`config.mk`:
```
export PLATFORM = sky130hd
export DESIGN_NAME = mem_1w2r_init_flat
export DESIGN_NICKNAME = d
export VERILOG_FILES = /design/src/rtl/mem_1w2r_init_if.sv /design/src/rtl/mem_1w2r_init.sv /design/src/flat_wrapper.sv
export SDC_FILE = /design/constraint.sdc
export NUM_CORES = 1
export LEC_CHECK = 0
export ABC_CLOCK_PERIOD_IN_PS = 2000
export BUFFER_PORTS_ARGS = -buffer_cell sky130_fd_sc_hd__buf_2
export CORE_MARGIN = 1
export CORE_UTILIZATION = 56
export DETAILED_ROUTE_END_ITERATION = 16
export PLACE_DENSITY = 0.9
export SLEW_MARGIN = 10
export SYNTH_ARGS = -nofsm -noshare
export SYNTH_HDL_FRONTEND = slang
export SYNTH_SLANG_ARGS = --single-unit
```
`constraint.sdc`:
```
create_clock -name clk -period 2 [get_ports clk]
set_clock_uncertainty 0.1 [all_clocks]
set_input_delay 0.2 -clock clk [delete_from_list [all_inputs] [get_ports clk]]
set_output_delay 0.2 -clock clk [all_outputs]
set_load 0.1 [all_outputs]
```
`src/rtl/mem_1w2r_init_if.sv`:
```
// Write/read bus for mem_1w2r_init: one write port, two registered read ports
// and the init status flag.
interface mem_1w2r_init_if #(
    parameter int ADDR_WIDTH = 4,
    parameter int DATA_WIDTH = 1
);
    logic                  we;
    logic [ADDR_WIDTH-1:0] waddr;
    logic [DATA_WIDTH-1:0] wdata;
    logic                  re0;
    logic [ADDR_WIDTH-1:0] raddr0;
    logic [DATA_WIDTH-1:0] rdata0;
    logic                  rvalid0;
    logic                  re1;
    logic [ADDR_WIDTH-1:0] raddr1;
    logic [DATA_WIDTH-1:0] rdata1;
    logic                  rvalid1;
    logic                  init_busy;

    modport master (
        output we, waddr, wdata, re0, raddr0, re1, raddr1,
        input  rdata0, rvalid0, rdata1, rvalid1, init_busy
    );

    modport slave (
        input  we, waddr, wdata, re0, raddr0, re1, raddr1,
        output rdata0, rvalid0, rdata1, rvalid1, init_busy
    );
endinterface

```
`src/rtl/mem_1w2r_init.sv`:
```
// Single-write, dual-read register file with registered read ports, optional
// write-to-read bypass and a post-reset sequencer that clears every entry.
module mem_1w2r_init #(
    parameter int ADDR_WIDTH = 4,
    parameter int DATA_WIDTH = 1,
    parameter int INIT_VALUE = 0,
    parameter int BYPASS     = 1
) (
    input  logic                 clk,
    input  logic                 rst_n,
    mem_1w2r_init_if.slave       bus
);
    localparam int DEPTH = 1 << ADDR_WIDTH;
    localparam logic [DATA_WIDTH-1:0] INIT_DATA = DATA_WIDTH'(INIT_VALUE);

    typedef enum logic {INIT, READY} state_t;

    state_t                state;
    logic [ADDR_WIDTH-1:0] init_cnt;
    logic                  init_busy_r;
    logic [DATA_WIDTH-1:0] mem [DEPTH];
    logic [DATA_WIDTH-1:0] rdata0_r, rdata1_r;
    logic                  rvalid0_r, rvalid1_r;

    // Forwarding picks up a same-cycle write so readers never see stale data.
    function automatic logic [DATA_WIDTH-1:0] rd_sel(input logic [ADDR_WIDTH-1:0] ra);
        if (BYPASS != 0 && bus.we && bus.waddr == ra)
            return bus.wdata;
        return mem[ra];
    endfunction

    // Init sequencer: the counter stops being consulted once it reaches all-ones.
    always_ff @(posedge clk or negedge rst_n) begin
        if (!rst_n) begin
            state       <= INIT;
            init_cnt    <= '0;
            init_busy_r <= 1'b1;
        end else begin
            case (state)
                INIT: begin
                    init_cnt <= init_cnt + ADDR_WIDTH'(1);
                    if (&init_cnt) begin
                        state       <= READY;
                        init_busy_r <= 1'b0;
                    end
                end
                READY: begin
                    state       <= READY;
                    init_busy_r <= 1'b0;
                end
                default: begin
                    state       <= INIT;
                    init_busy_r <= 1'b1;
                end
            endcase
        end
    end

    // Storage array: the sequencer owns the write port until READY.
    always_ff @(posedge clk) begin
        if (state == INIT)
            mem[init_cnt] <= INIT_DATA;
        else if (bus.we)
            mem[bus.waddr] <= bus.wdata;
    end

    // Registered read ports, one cycle of latency.
    always_ff @(posedge clk or negedge rst_n) begin
        if (!rst_n) begin
            rdata0_r  <= '0;
            rdata1_r  <= '0;
            rvalid0_r <= 1'b0;
            rvalid1_r <= 1'b0;
        end else begin
            rvalid0_r <= (state == READY) && bus.re0;
            rvalid1_r <= (state == READY) && bus.re1;
            if (state == READY && bus.re0)
                rdata0_r <= rd_sel(bus.raddr0);
            if (state == READY && bus.re1)
                rdata1_r <= rd_sel(bus.raddr1);
        end
    end

    assign bus.rdata0    = rdata0_r;
    assign bus.rdata1    = rdata1_r;
    assign bus.rvalid0   = rvalid0_r;
    assign bus.rvalid1   = rvalid1_r;
    assign bus.init_busy = init_busy_r;
endmodule

```
`src/flat_wrapper.sv`:
```
// flat-port wrapper written by rule: the top's interface ports become plain ports
module mem_1w2r_init_flat 
#(
    parameter int ADDR_WIDTH = 4,
    parameter int DATA_WIDTH = 1,
    parameter int INIT_VALUE = 0,
    parameter int BYPASS     = 1
)
  (clk, rst_n, bus_we, bus_waddr, bus_wdata, bus_re0, bus_raddr0, bus_re1, bus_raddr1, bus_rdata0, bus_rvalid0, bus_rdata1, bus_rvalid1, bus_init_busy);
  mem_1w2r_init_if #(.ADDR_WIDTH(ADDR_WIDTH), .DATA_WIDTH(DATA_WIDTH)) bus_i ();
  input  logic clk;
  input  logic rst_n;
  input wire logic [$bits(bus_i.we)-1:0] bus_we;
  input wire logic [$bits(bus_i.waddr)-1:0] bus_waddr;
  input wire logic [$bits(bus_i.wdata)-1:0] bus_wdata;
  input wire logic [$bits(bus_i.re0)-1:0] bus_re0;
  input wire logic [$bits(bus_i.raddr0)-1:0] bus_raddr0;
  input wire logic [$bits(bus_i.re1)-1:0] bus_re1;
  input wire logic [$bits(bus_i.raddr1)-1:0] bus_raddr1;
  output wire logic [$bits(bus_i.rdata0)-1:0] bus_rdata0;
  output wire logic [$bits(bus_i.rvalid0)-1:0] bus_rvalid0;
  output wire logic [$bits(bus_i.rdata1)-1:0] bus_rdata1;
  output wire logic [$bits(bus_i.rvalid1)-1:0] bus_rvalid1;
  output wire logic [$bits(bus_i.init_busy)-1:0] bus_init_busy;
  assign bus_i.we = bus_we;
  assign bus_i.waddr = bus_waddr;
  assign bus_i.wdata = bus_wdata;
  assign bus_i.re0 = bus_re0;
  assign bus_i.raddr0 = bus_raddr0;
  assign bus_i.re1 = bus_re1;
  assign bus_i.raddr1 = bus_raddr1;
  assign bus_rdata0 = bus_i.rdata0;
  assign bus_rvalid0 = bus_i.rvalid0;
  assign bus_rdata1 = bus_i.rdata1;
  assign bus_rvalid1 = bus_i.rvalid1;
  assign bus_init_busy = bus_i.init_busy;
  mem_1w2r_init #(.ADDR_WIDTH(ADDR_WIDTH), .DATA_WIDTH(DATA_WIDTH), .INIT_VALUE(INIT_VALUE), .BYPASS(BYPASS)) u_core (.clk(clk), .rst_n(rst_n), .bus(bus_i));
endmodule
```
==> out/results.txt <==
Worst hold slack: 0.0334 ns
Max-slew violations: 0
Clock transition at path regs: 0.13 ns
Syn nets: 168
Die Area: 3120 um2
Worst Slack Setup Final: 0.167 ns
Fmax: 545 MHz
TritonCTS clock tree: yes
Crit path DAT: 1.99 ns
Post-Place Setup Slack: 0.200 ns
Maximum vdd drop: 0.000760 V
Global route total overflow: 0
Pwr/cell area: 650 nW/um2
PortBufs: 22
CTS H-Tree Depth: 1
Status: complete, no violations
Critical path type: reg -> reg
Clk buf depth: 2
Mean Syn Cell Area: 10.9 um2
Cts repair resizes: 0
Post-synth top area cell: edfxtp_1
DIE WIDTH: 55.9 um
Share of cells above drive strength 1: 25.5%
Final hold violation count: 0
RSZ-0062 raised after global routing: false
HPWL Detailed: 2.80 mm
Max FO, Critical Path: 13
Largest net degree at the start of global routing: 17
Synthesis-to-finish area growth: 9.55%
Cells after synthesis: 149
Detailed-route wire length: 3.63 mm
Seq cells post-synth: 26
CTS Buf Count: 3
Via density: 6.49
Rows: 19
Worst EP required: 2.16 ns
Maxcap violations: 0
Clock latency on the worst-skew pair: 0.34 ns
Core box area: 2760 um2
Yosys top cell area share: 29.6%
Top cells by area, synth: edfxtp_1, dfrtp_1, mux4_2, nor2_1, mux2i_1
DR WL/cell: 18.5 um
Final ANT Viol Nets: 0
Unique cell type count in the Yosys netlist: 35
Fill cells: 204
Ports: 23
Routability cong.: 0.902
Endpoints failing setup: 0
# DRC: 0
Period utilisation layout: 91.7%
Vias: 1272
CTS root buf: clkbuf_4
Final #Nets: 185
Most frequent cells in the layout: buf_2, nor2_1, edfxtp_1
Max-Slew Margin vs Limit: 66.8%
TritonRoute pass-1 iters: 4
Vias in the first global route: 1221
Initial DRC count: 85
Worst-margin pin slew: 0.495 ns
CP startpoint kind: flop
Lkg Pwr: 0.695 nW
Sink Count: 26
Post-Syn Area: 1620 um2
Ant. Diodes: 0
Commonest non-fill, non-tap cell in the layout: buf_2
Global-route wire length before repair: 5.83 mm
Post-synthesis sequential area ratio: 45.1%
Antenna violations before repair: 0
Hold Path Class: in -> reg
Overall Power: 0.00116 W
Die height: 55.9 um
Synth Warn #: 0
Total Routing Usage GR: 24.4%
Total Negative Setup Slacks: 0 ns
Starting Density: 58.9%
Min Tclk post-route: 1.83 ns
CP endpoint kind: flop
## synth_stat cells
| cell type | instances |
|---|---|
| and3_1 | 1 |
| nor2_1 | 20 |
| mux2i_1 | 7 |
| mux2_2 | 1 |
| buf_6 | 2 |
| buf_2 | 3 |
| nor3b_1 | 2 |
| and2_4 | 1 |
| a31o_2 | 1 |
| o31ai_1 | 2 |
| nand4b_1 | 1 |
| nand2_1 | 4 |
| clkbuf_1 | 5 |
| a22oi_1 | 2 |
| dfstp_2 | 1 |
| and2_1 | 2 |
| nor2b_1 | 10 |
| dfrtp_1 | 9 |
| xor2_1 | 4 |
| buf_1 | 2 |
| nor3_1 | 6 |
| inv_1 | 5 |
| a31oi_1 | 8 |
| o21ai_0 | 2 |
| a41oi_1 | 1 |
| ha_1 | 1 |
| edfxtp_1 | 16 |
| or3_1 | 4 |
| mux4_2 | 8 |
| o22ai_1 | 6 |
| a21oi_1 | 3 |
| nand2_2 | 1 |
| nand2b_1 | 1 |
| xnor2_1 | 5 |
| nor4_2 | 2 |
## flip-flops by register name, indices dropped and copies added (netlist names)
name / flops
u_core.bus.rdata0: 1
u_core.state: 1
u_core.bus.rdata1: 1
u_core.bus.init_busy: 1
u_core.bus.rvalid1: 1
u_core.mem: 16
u_core.bus.rvalid0: 1
u_core.init_cnt: 4
## worst paths after layout
path                                      startpoint                    to  depth (start not counted)  slack, ns
worst max-delay path                    u_core.state     u_core.bus.rdata0                          5       0.17
worst min-delay path                         bus_re1    u_core.bus.rvalid1                          2       0.03
worst max register to register          u_core.state     u_core.bus.rdata0                          5       0.17
worst min register to register  u_core.bus.init_busy  u_core.bus.init_busy                          2       0.37
max in group asynchronous                      rst_n  u_core.bus.init_busy                          2       1.41
min in group asynchronous                      rst_n     u_core.bus.rdata1                          2       0.12
## layout make-up
| cell class | instances | area (um2) | share of cell area, % |
|---|---|---|---|
| Tap cell | 31 | 38.8 | 2.18 |
| Multi-Input combinational cell | 106 | 810 | 45.5 |
| Clock inverter | 1 | 30.0 | 1.69 |
| Sequential cell | 26 | 732 | 41.1 |
| Timing Repair Buffer | 24 | 128 | 7.17 |
| Inverter | 5 | 18.8 | 1.05 |
| Clock buffer | 3 | 22.5 | 1.27 |
## kinds of logic after synthesis
| kind of cell | share of synthesized area [%] |
|---|---|
| buffers and inverters | 5.08 |
| AOI/OAI and AO/OA | 9.86 |
| DFF | 45.1 |
| and+or+nand+nor | 18.3 |
| xor gates and xnor gates | 4.85 |
| muxes | 16.1 |
| adders and majority gates | 0.770 |
## worst max-delay path, cell delays in order, from the launching register on
cell	delay, ns
dfrtp_1	0.45
nand2_1	0.30
o22ai_1	0.26
o22ai_1	0.11
or3_1	0.39
a31oi_1	0.16
## through the flow
stage	cells	util (%)	cell area (um2)
6_report	196	64.5	1780
5_1_grt	196	64.5	1780
4_1_cts	196	64.5	1780
3_5_place_dp	191	62.3	1720
3_3_place_gp	191	62.3	1720
2_1_floorplan	149	-	1620
## metal layers
metal	global-route usage, %	wire length (um)	vias to the layer above
met5	0	0	-
met4	11.8	124	0
met3	3.72	222	13
met2	41.5	1860	65
met1	30.5	1430	612
li1	-	-	582
## repair_timing
item | in CTS | in global routing
hold buffers | 1 | 0
endpoints found under the hold margin | 10 | 0
setup buffers | 0 | 0
setup endpoints to repair | 0 | 0
## power breakdown
group / switching, W / internal [W] / leakage [nW]
Combinational: 0.000140 / 0.0000667 / 0.380
Clock: 0.000165 / 0.000203 / 0.0279
Sequential: 0.00000308 / 0.000579 / 0.286
Total: 0.000308 / 0.000849 / 0.695
Note: power is estimated with default switching activity, not from simulation.
